**src/rtl/decode_pkg.sv**
```systemverilog
// Shared encodings for the instruction-decode stage: RV opcodes, format codes
// and the handshake FSM states.
package decode_pkg;

   localparam logic [6:0] OP_LUI    = 7'b0110111;
   localparam logic [6:0] OP_AUIPC  = 7'b0010111;
   localparam logic [6:0] OP_JAL    = 7'b1101111;
   localparam logic [6:0] OP_JALR   = 7'b1100111;
   localparam logic [6:0] OP_BRANCH = 7'b1100011;
   localparam logic [6:0] OP_LOAD   = 7'b0000011;
   localparam logic [6:0] OP_STORE  = 7'b0100011;
   localparam logic [6:0] OP_IMM    = 7'b0010011;
   localparam logic [6:0] OP_REG    = 7'b0110011;
   localparam logic [6:0] OP_IMM32  = 7'b0011011;
   localparam logic [6:0] OP_REG32  = 7'b0111011;
   localparam logic [6:0] OP_SYSTEM = 7'b1110011;
   localparam logic [6:0] OP_FENCE  = 7'b0001111;

   localparam logic [2:0] FMT_R    = 3'd0;
   localparam logic [2:0] FMT_I    = 3'd1;
   localparam logic [2:0] FMT_S    = 3'd2;
   localparam logic [2:0] FMT_B    = 3'd3;
   localparam logic [2:0] FMT_U    = 3'd4;
   localparam logic [2:0] FMT_J    = 3'd5;
   localparam logic [2:0] FMT_NONE = 3'd7;

   localparam logic [6:0] F7_BASE = 7'b0000000;
   localparam logic [6:0] F7_ALT  = 7'b0100000;

   typedef enum logic [1:0] {
      EMPTY = 2'd0,
      ONE   = 2'd1,
      TWO   = 2'd2
   } state_t;

endpackage

```
**src/rtl/decode_fields.sv**
```systemverilog
// Combinational RV32/RV64 decoder: slices register fields, classifies the
// instruction format, builds the sign-extended immediate and flags illegal words.
module decode_fields
   import decode_pkg::*;
#(
   parameter int XLEN = 32
) (
   input  logic [31:0]             instr,
   output logic [6:0]              opcode,
   output logic [4:0]              rd,
   output logic [4:0]              rs1,
   output logic [4:0]              rs2,
   output logic [2:0]              funct3,
   output logic [6:0]              funct7,
   output logic signed [XLEN-1:0]  imm,
   output logic [2:0]              fmt,
   output logic                    illegal
);

   logic signed [31:0] imm32;
   logic               mapped;
   logic               bad_funct7;

   always_comb begin
      opcode = instr[6:0];
      rd     = instr[11:7];
      rs1    = instr[19:15];
      rs2    = instr[24:20];
      funct3 = instr[14:12];
      funct7 = instr[31:25];

      fmt    = FMT_NONE;
      mapped = 1'b1;
      case (instr[6:0])
         OP_LUI, OP_AUIPC:                              fmt = FMT_U;
         OP_JAL:                                        fmt = FMT_J;
         OP_JALR, OP_LOAD, OP_IMM, OP_SYSTEM, OP_FENCE: fmt = FMT_I;
         OP_STORE:                                      fmt = FMT_S;
         OP_BRANCH:                                     fmt = FMT_B;
         OP_REG:                                        fmt = FMT_R;
         OP_IMM32: begin
            if (XLEN == 64) fmt = FMT_I;
            else            mapped = 1'b0;
         end
         OP_REG32: begin
            if (XLEN == 64) fmt = FMT_R;
            else            mapped = 1'b0;
         end
         default:                                       mapped = 1'b0;
      endcase

      // Immediates are assembled at 32 bits; the signed cast widens to XLEN.
      case (fmt)
         FMT_I:   imm32 = {{20{instr[31]}}, instr[31:20]};
         FMT_S:   imm32 = {{20{instr[31]}}, instr[31:25], instr[11:7]};
         FMT_B:   imm32 = {{19{instr[31]}}, instr[31], instr[7], instr[30:25],
                           instr[11:8], 1'b0};
         FMT_U:   imm32 = {instr[31:12], 12'b0};
         FMT_J:   imm32 = {{11{instr[31]}}, instr[31], instr[19:12], instr[20],
                           instr[30:21], 1'b0};
         default: imm32 = '0;
      endcase
      imm = XLEN'(imm32);

      bad_funct7 = (fmt == FMT_R) && (instr[31:25] != F7_BASE) && (instr[31:25] != F7_ALT);
      illegal    = (instr[1:0] != 2'b11) || !mapped || bad_funct7 || (instr == 32'h0);
   end

endmodule

```
**src/rtl/decode_stage.sv**
```systemverilog
// Registered, handshaked decode stage: decodes at accept and holds up to two
// entries (main + skid) so downstream backpressure never drops an instruction.
module decode_stage
   import decode_pkg::*;
#(
   parameter int XLEN    = 32,
   parameter bit SKID_EN = 1'b1
) (
   input  logic                    clk,
   input  logic                    rst_n,
   input  logic                    flush,
   input  logic                    in_valid,
   output logic                    in_ready,
   input  logic [31:0]             instr_input,
   input  logic [XLEN-1:0]         pc,
   output logic                    out_valid,
   input  logic                    out_ready,
   output logic [XLEN-1:0]         out_pc,
   output logic [6:0]              opcode,
   output logic [4:0]              rd,
   output logic [4:0]              rs1,
   output logic [4:0]              rs2,
   output logic [2:0]              funct3,
   output logic [6:0]              funct7,
   output logic signed [XLEN-1:0]  imm,
   output logic [2:0]              fmt,
   output logic                    illegal
);

   typedef struct packed {
      logic [XLEN-1:0]        pc;
      logic signed [XLEN-1:0] imm;
      logic [6:0]             opcode;
      logic [4:0]             rd;
      logic [4:0]             rs1;
      logic [4:0]             rs2;
      logic [2:0]             funct3;
      logic [6:0]             funct7;
      logic [2:0]             fmt;
      logic                   illegal;
   } entry_t;

   function automatic entry_t entry_rst();
      entry_t e;
      e     = '0;
      e.fmt = FMT_NONE;
      return e;
   endfunction

   entry_t entry_p0;
   entry_t m_p1;
   entry_t s_p1;
   state_t state;
   logic   vld_p1;
   logic   rdy_q;
   logic   in_xfer;
   logic   out_xfer;

   // Stage 0: combinational decode of the offered word
   decode_fields #(.XLEN(XLEN)) u_fields (
      .instr   (instr_input),
      .opcode  (entry_p0.opcode),
      .rd      (entry_p0.rd),
      .rs1     (entry_p0.rs1),
      .rs2     (entry_p0.rs2),
      .funct3  (entry_p0.funct3),
      .funct7  (entry_p0.funct7),
      .imm     (entry_p0.imm),
      .fmt     (entry_p0.fmt),
      .illegal (entry_p0.illegal)
   );
   assign entry_p0.pc = pc;

   // Without the skid entry, ready must look through to out_ready to keep full throughput.
   assign in_ready = (SKID_EN != 1'b0) ? rdy_q : (!vld_p1 || out_ready);
   assign in_xfer  = in_valid && in_ready;
   assign out_xfer = vld_p1 && out_ready;

   // Stage 1: main/skid registers and handshake FSM
   always_ff @(posedge clk or negedge rst_n) begin
      if (!rst_n) begin
         state  <= EMPTY;
         vld_p1 <= 1'b0;
         rdy_q  <= 1'b1;
         m_p1   <= entry_rst();
         s_p1   <= entry_rst();
      end else if (flush) begin
         state  <= EMPTY;
         vld_p1 <= 1'b0;
         rdy_q  <= 1'b1;
      end else begin
         case (state)
            EMPTY: begin
               if (in_xfer) begin
                  m_p1   <= entry_p0;
                  state  <= ONE;
                  vld_p1 <= 1'b1;
               end
            end
            ONE: begin
               if (in_xfer && out_xfer) begin
                  m_p1 <= entry_p0;
               end else if (in_xfer) begin
                  s_p1  <= entry_p0;
                  state <= TWO;
                  rdy_q <= 1'b0;
               end else if (out_xfer) begin
                  state  <= EMPTY;
                  vld_p1 <= 1'b0;
               end
            end
            TWO: begin
               if (out_xfer) begin
                  m_p1  <= s_p1;
                  state <= ONE;
                  rdy_q <= 1'b1;
               end
            end
            default: begin
               state  <= EMPTY;
               vld_p1 <= 1'b0;
               rdy_q  <= 1'b1;
            end
         endcase
      end
   end

   assign out_valid = vld_p1;
   assign out_pc    = m_p1.pc;
   assign opcode    = m_p1.opcode;
   assign rd        = m_p1.rd;
   assign rs1       = m_p1.rs1;
   assign rs2       = m_p1.rs2;
   assign funct3    = m_p1.funct3;
   assign funct7    = m_p1.funct7;
   assign imm       = m_p1.imm;
   assign fmt       = m_p1.fmt;
   assign illegal   = m_p1.illegal;

endmodule

```
**config.mk**
```make
export PLATFORM = sky130hd
export DESIGN_NAME = decode_stage
export DESIGN_NICKNAME = d
export VERILOG_FILES = /design/src/rtl/decode_pkg.sv /design/src/rtl/decode_fields.sv /design/src/rtl/decode_stage.sv
export SDC_FILE = /design/constraint.sdc
export NUM_CORES = 1
export LEC_CHECK = 0
export ABC_CLOCK_PERIOD_IN_PS = 4600
export CAP_MARGIN = 20
export CORE_MARGIN = 3
export CORE_UTILIZATION = 55
export CTS_CLUSTER_SIZE = 14
export DETAILED_ROUTE_END_ITERATION = 10
export PLACE_DENSITY = 0.89
export SLEW_MARGIN = 40
export SYNTH_ARGS = -nofsm -noshare
export SYNTH_HDL_FRONTEND = slang
export SYNTH_SLANG_ARGS = --single-unit
```
**constraint.sdc**
```tcl
create_clock -name clk -period 4.6 [get_ports clk]
set_input_delay 1.38 -clock clk [delete_from_list [all_inputs] [get_ports clk]]
set_output_delay 1.38 -clock clk [all_outputs]
set_load 0.01 [all_outputs]
```
==> flow_summary.json <==
{
  "ant_nets": 0,
  "p_leak_uw": 0.00508,
  "fin_skew_ns": 0.00706,
  "cts_tree": "built",
  "layout_commonest_cell": "nand2_1",
  "core_um2": 15900,
  "clock-sinks": 204,
  "hp-class": "flop to flop",
  "synthesis.nets": 1116,
  "nFillCells": 1158,
  "syn_area_um2": 9010,
  "io_pins": 171,
  "regArea_um2": 5110,
  "vias": 8235,
  "yosysTopAreaCellShare_pct": 54.7,
  "drc": 0,
  "ys_seq_area_share_pct": 56.7,
  "arrival_ns": 3.84,
  "clk_pin_slew_worst_paths_ns": 0.06,
  "multiInputGateArea_um2": 3610,
  "rows": 46,
  "peakVddDrop_uv": 335,
  "initialDrtViolationCount": 927,
  "synthFlopType": "dfrtp_1",
  "cts_made_buffers": 22,
  "grt_pass1_vias": 7891,
  "r2r_end": "imm[13]",
  "dieArea_um2": 18000,
  "syn_avg_cell_area_um2": 8.61,
  "wl_per_cell_um": 17.7,
  "most-common-layout-cells": "nand2_1, dfrtp_1, clkdlybuf4s50_1",
  "cts_max_level": 1,
  "crit_type": "input pin to flop",
  "grt_max_degree": 135,
  "yosysWarnings": 0,
  "routed_wl_um": 25100,
  "cts_max_path_buffers": 3,
  "fin_nets": 1254,
  "cts_root_buf": "clkbuf_16",
  "setup_viol": 0,
  "initial_core_util_pct": 56.5,
  "globalplace.congestion": 0.882,
  "required_ns": 5.00,
  "r2r_slack_ns": 2.00,
  "ys_top_cells_by_area": "dfrtp_1, nand2_1, a31oi_1",
  "synthCells": 1047,
  "clock.fmax_mhz": 290,
  "setup_tns_ns": 0,
  "powerDensity_nw_per_um2": 593,
  "diodes": 0,
  "viasPerCell": 5.82,
  "cp-end-kind": "flop",
  "rr_startpoint": "state[0]",
  "drive_gt1_share_pct": 5.75,
  "power_uw": 6900,
  "relSlewSlack_pct": 50.2,
  "min_path_cells": 2,
  "post_cts_buffers": 0,
  "grt_pass1_wl_um": 41100,
  "grt.total_usage_pct": 28.1,
  "ctsResizeCount": 0,
  "cp-start-kind": "input pin",
  "rsz0062_at_grt": "no",
  "grt_overflow": 0,
  "fin_crit_ns": 3.44,
  "cts_hold_buf": 0,
  "async_flop_share_pct": 100,
  "synth-edff-count": 0,
  "ys_seq_elements": 204,
  "drv_slew": 0,
  "die_h_um": 134,
  "die_x_um": 134,
  "io_buffers": 170,
  "synth_top_area_cell": "dfrtp_1",
  "crit_start": "instr_input[2]",
  "yosysUniqueCellTypes": 49,
  "worst_slew_pin_slew_ns": 0.744,
  "outcome": "finished clean",
  "cap_violations": 0,
  "clk_latency_ns": 0.49,
  "syn2layout_area_growth_pct": 29.0,
  "antenna_found_initial": 0,
  "reg2regPathDepth": 7,
  "final_hold_viol_count": 0,
  "drt-pass1-iter-count": 5,
  "crit_path_end": "imm[26]",
  "finalCritPeriodShare_pct": 74.9,
  "place.detailed.hpwl_um": 16600,
  "worstPathMaxFanout": 16
}
## cell families (layout without fill, tap and decap cells)
family / Yosys count / in the layout / synth area share (%)
xor+xnor: 1 / 1 / 0.0972
mux: 3 / 3 / 0.375
simple gates: 563 / 563 / 24.9
buf+inv: 78 / 231 / 3.69
compound gates: 198 / 198 / 14.2
flops: 204 / 204 / 56.7
## area by class of cell
cell class                      instances  area share [%]
Clock buffer                           37            5.83
Clock inverter                          2          0.0861
Inverter                                4           0.129
Multi-Input combinational cell        765            31.0
Sequential cell                       204            44.0
Tap cell                              216            2.32
Timing Repair Buffer                  188            16.6
## synthesized netlist by cell type (3+ instances only)
master	count
nand2_1	372
dfrtp_1	197
nor2_1	136
a31oi_1	92
clkbuf_1	45
o21ai_0	32
buf_2	26
a21oi_1	25
nor3_1	23
a211oi_1	13
dfstp_2	7
a221oi_1	6
a22o_1	6
nand2b_1	5
nor2b_1	5
inv_1	4
nand4_1	4
o31ai_1	4
a211o_1	3
and2_1	3
mux2_2	3
nand3b_1	3
o21bai_1	3
## where the power goes
part / switching, uW / internal, uW
Clock: 682 / 998
Sequential: 475 / 2590
Combinational: 1030 / 1120
Total: 2190 / 4700
## state kept, by name, indices dropped and copies added, names as in the netlist
signal     flops
s_p1         100
imm           32
out_pc        32
funct7         7
opcode         7
rd             5
rs1            5
rs2            5
fmt            3
funct3         3
state          2
illegal        1
in_ready       1
out_valid      1
## per-layer routing
layer | wire, um | GRT usage (%) | up-vias
met5 | 0 | 0 | -
met4 | 573 | 9.11 | 0
met3 | 2240 | 5.06 | 57
met2 | 12000 | 44.2 | 384
met1 | 10300 | 40.2 | 3995
li1 | - | - | 3799
## worst max-delay path, stage by stage
cell and delay [ns]:
clkdlybuf4s50_1 0.81, mux2_2 0.42, o31a_1 0.30, a211o_1 0.46, and2_4 0.28, a31oi_1 0.18
## worst min path at each step
stage,from,to,slack [ns]
final,s_p1[3],s_p1[3],0.47
after CTS,s_p1[3],s_p1[3],0.47
after detailed placement,s_p1[3],s_p1[3],0.45
after global routing,s_p1[3],s_p1[3],0.48
after global placement,s_p1[3],s_p1[3],0.45
after floorplan,s_p1[3],s_p1[3],0.44
## per-stage QoR
stage | hold slack (ns) | cell area, um^2 | util, % | std cells | setup WS [ns]
after detailed placement | 0.448 | 10900 | 68.4 | 1376 | 0.684
after global routing | 0.482 | 11600 | 72.9 | 1416 | 1.01
after global placement | 0.446 | 10900 | 68.1 | 1374 | 0.796
final | 0.470 | 11600 | 72.9 | 1416 | 1.16
after floorplan | 0.437 | 9010 | - | 1047 | 1.72
after CTS | 0.471 | 11600 | 72.7 | 1415 | 1.21
Power figures use the tool's default switching activity.
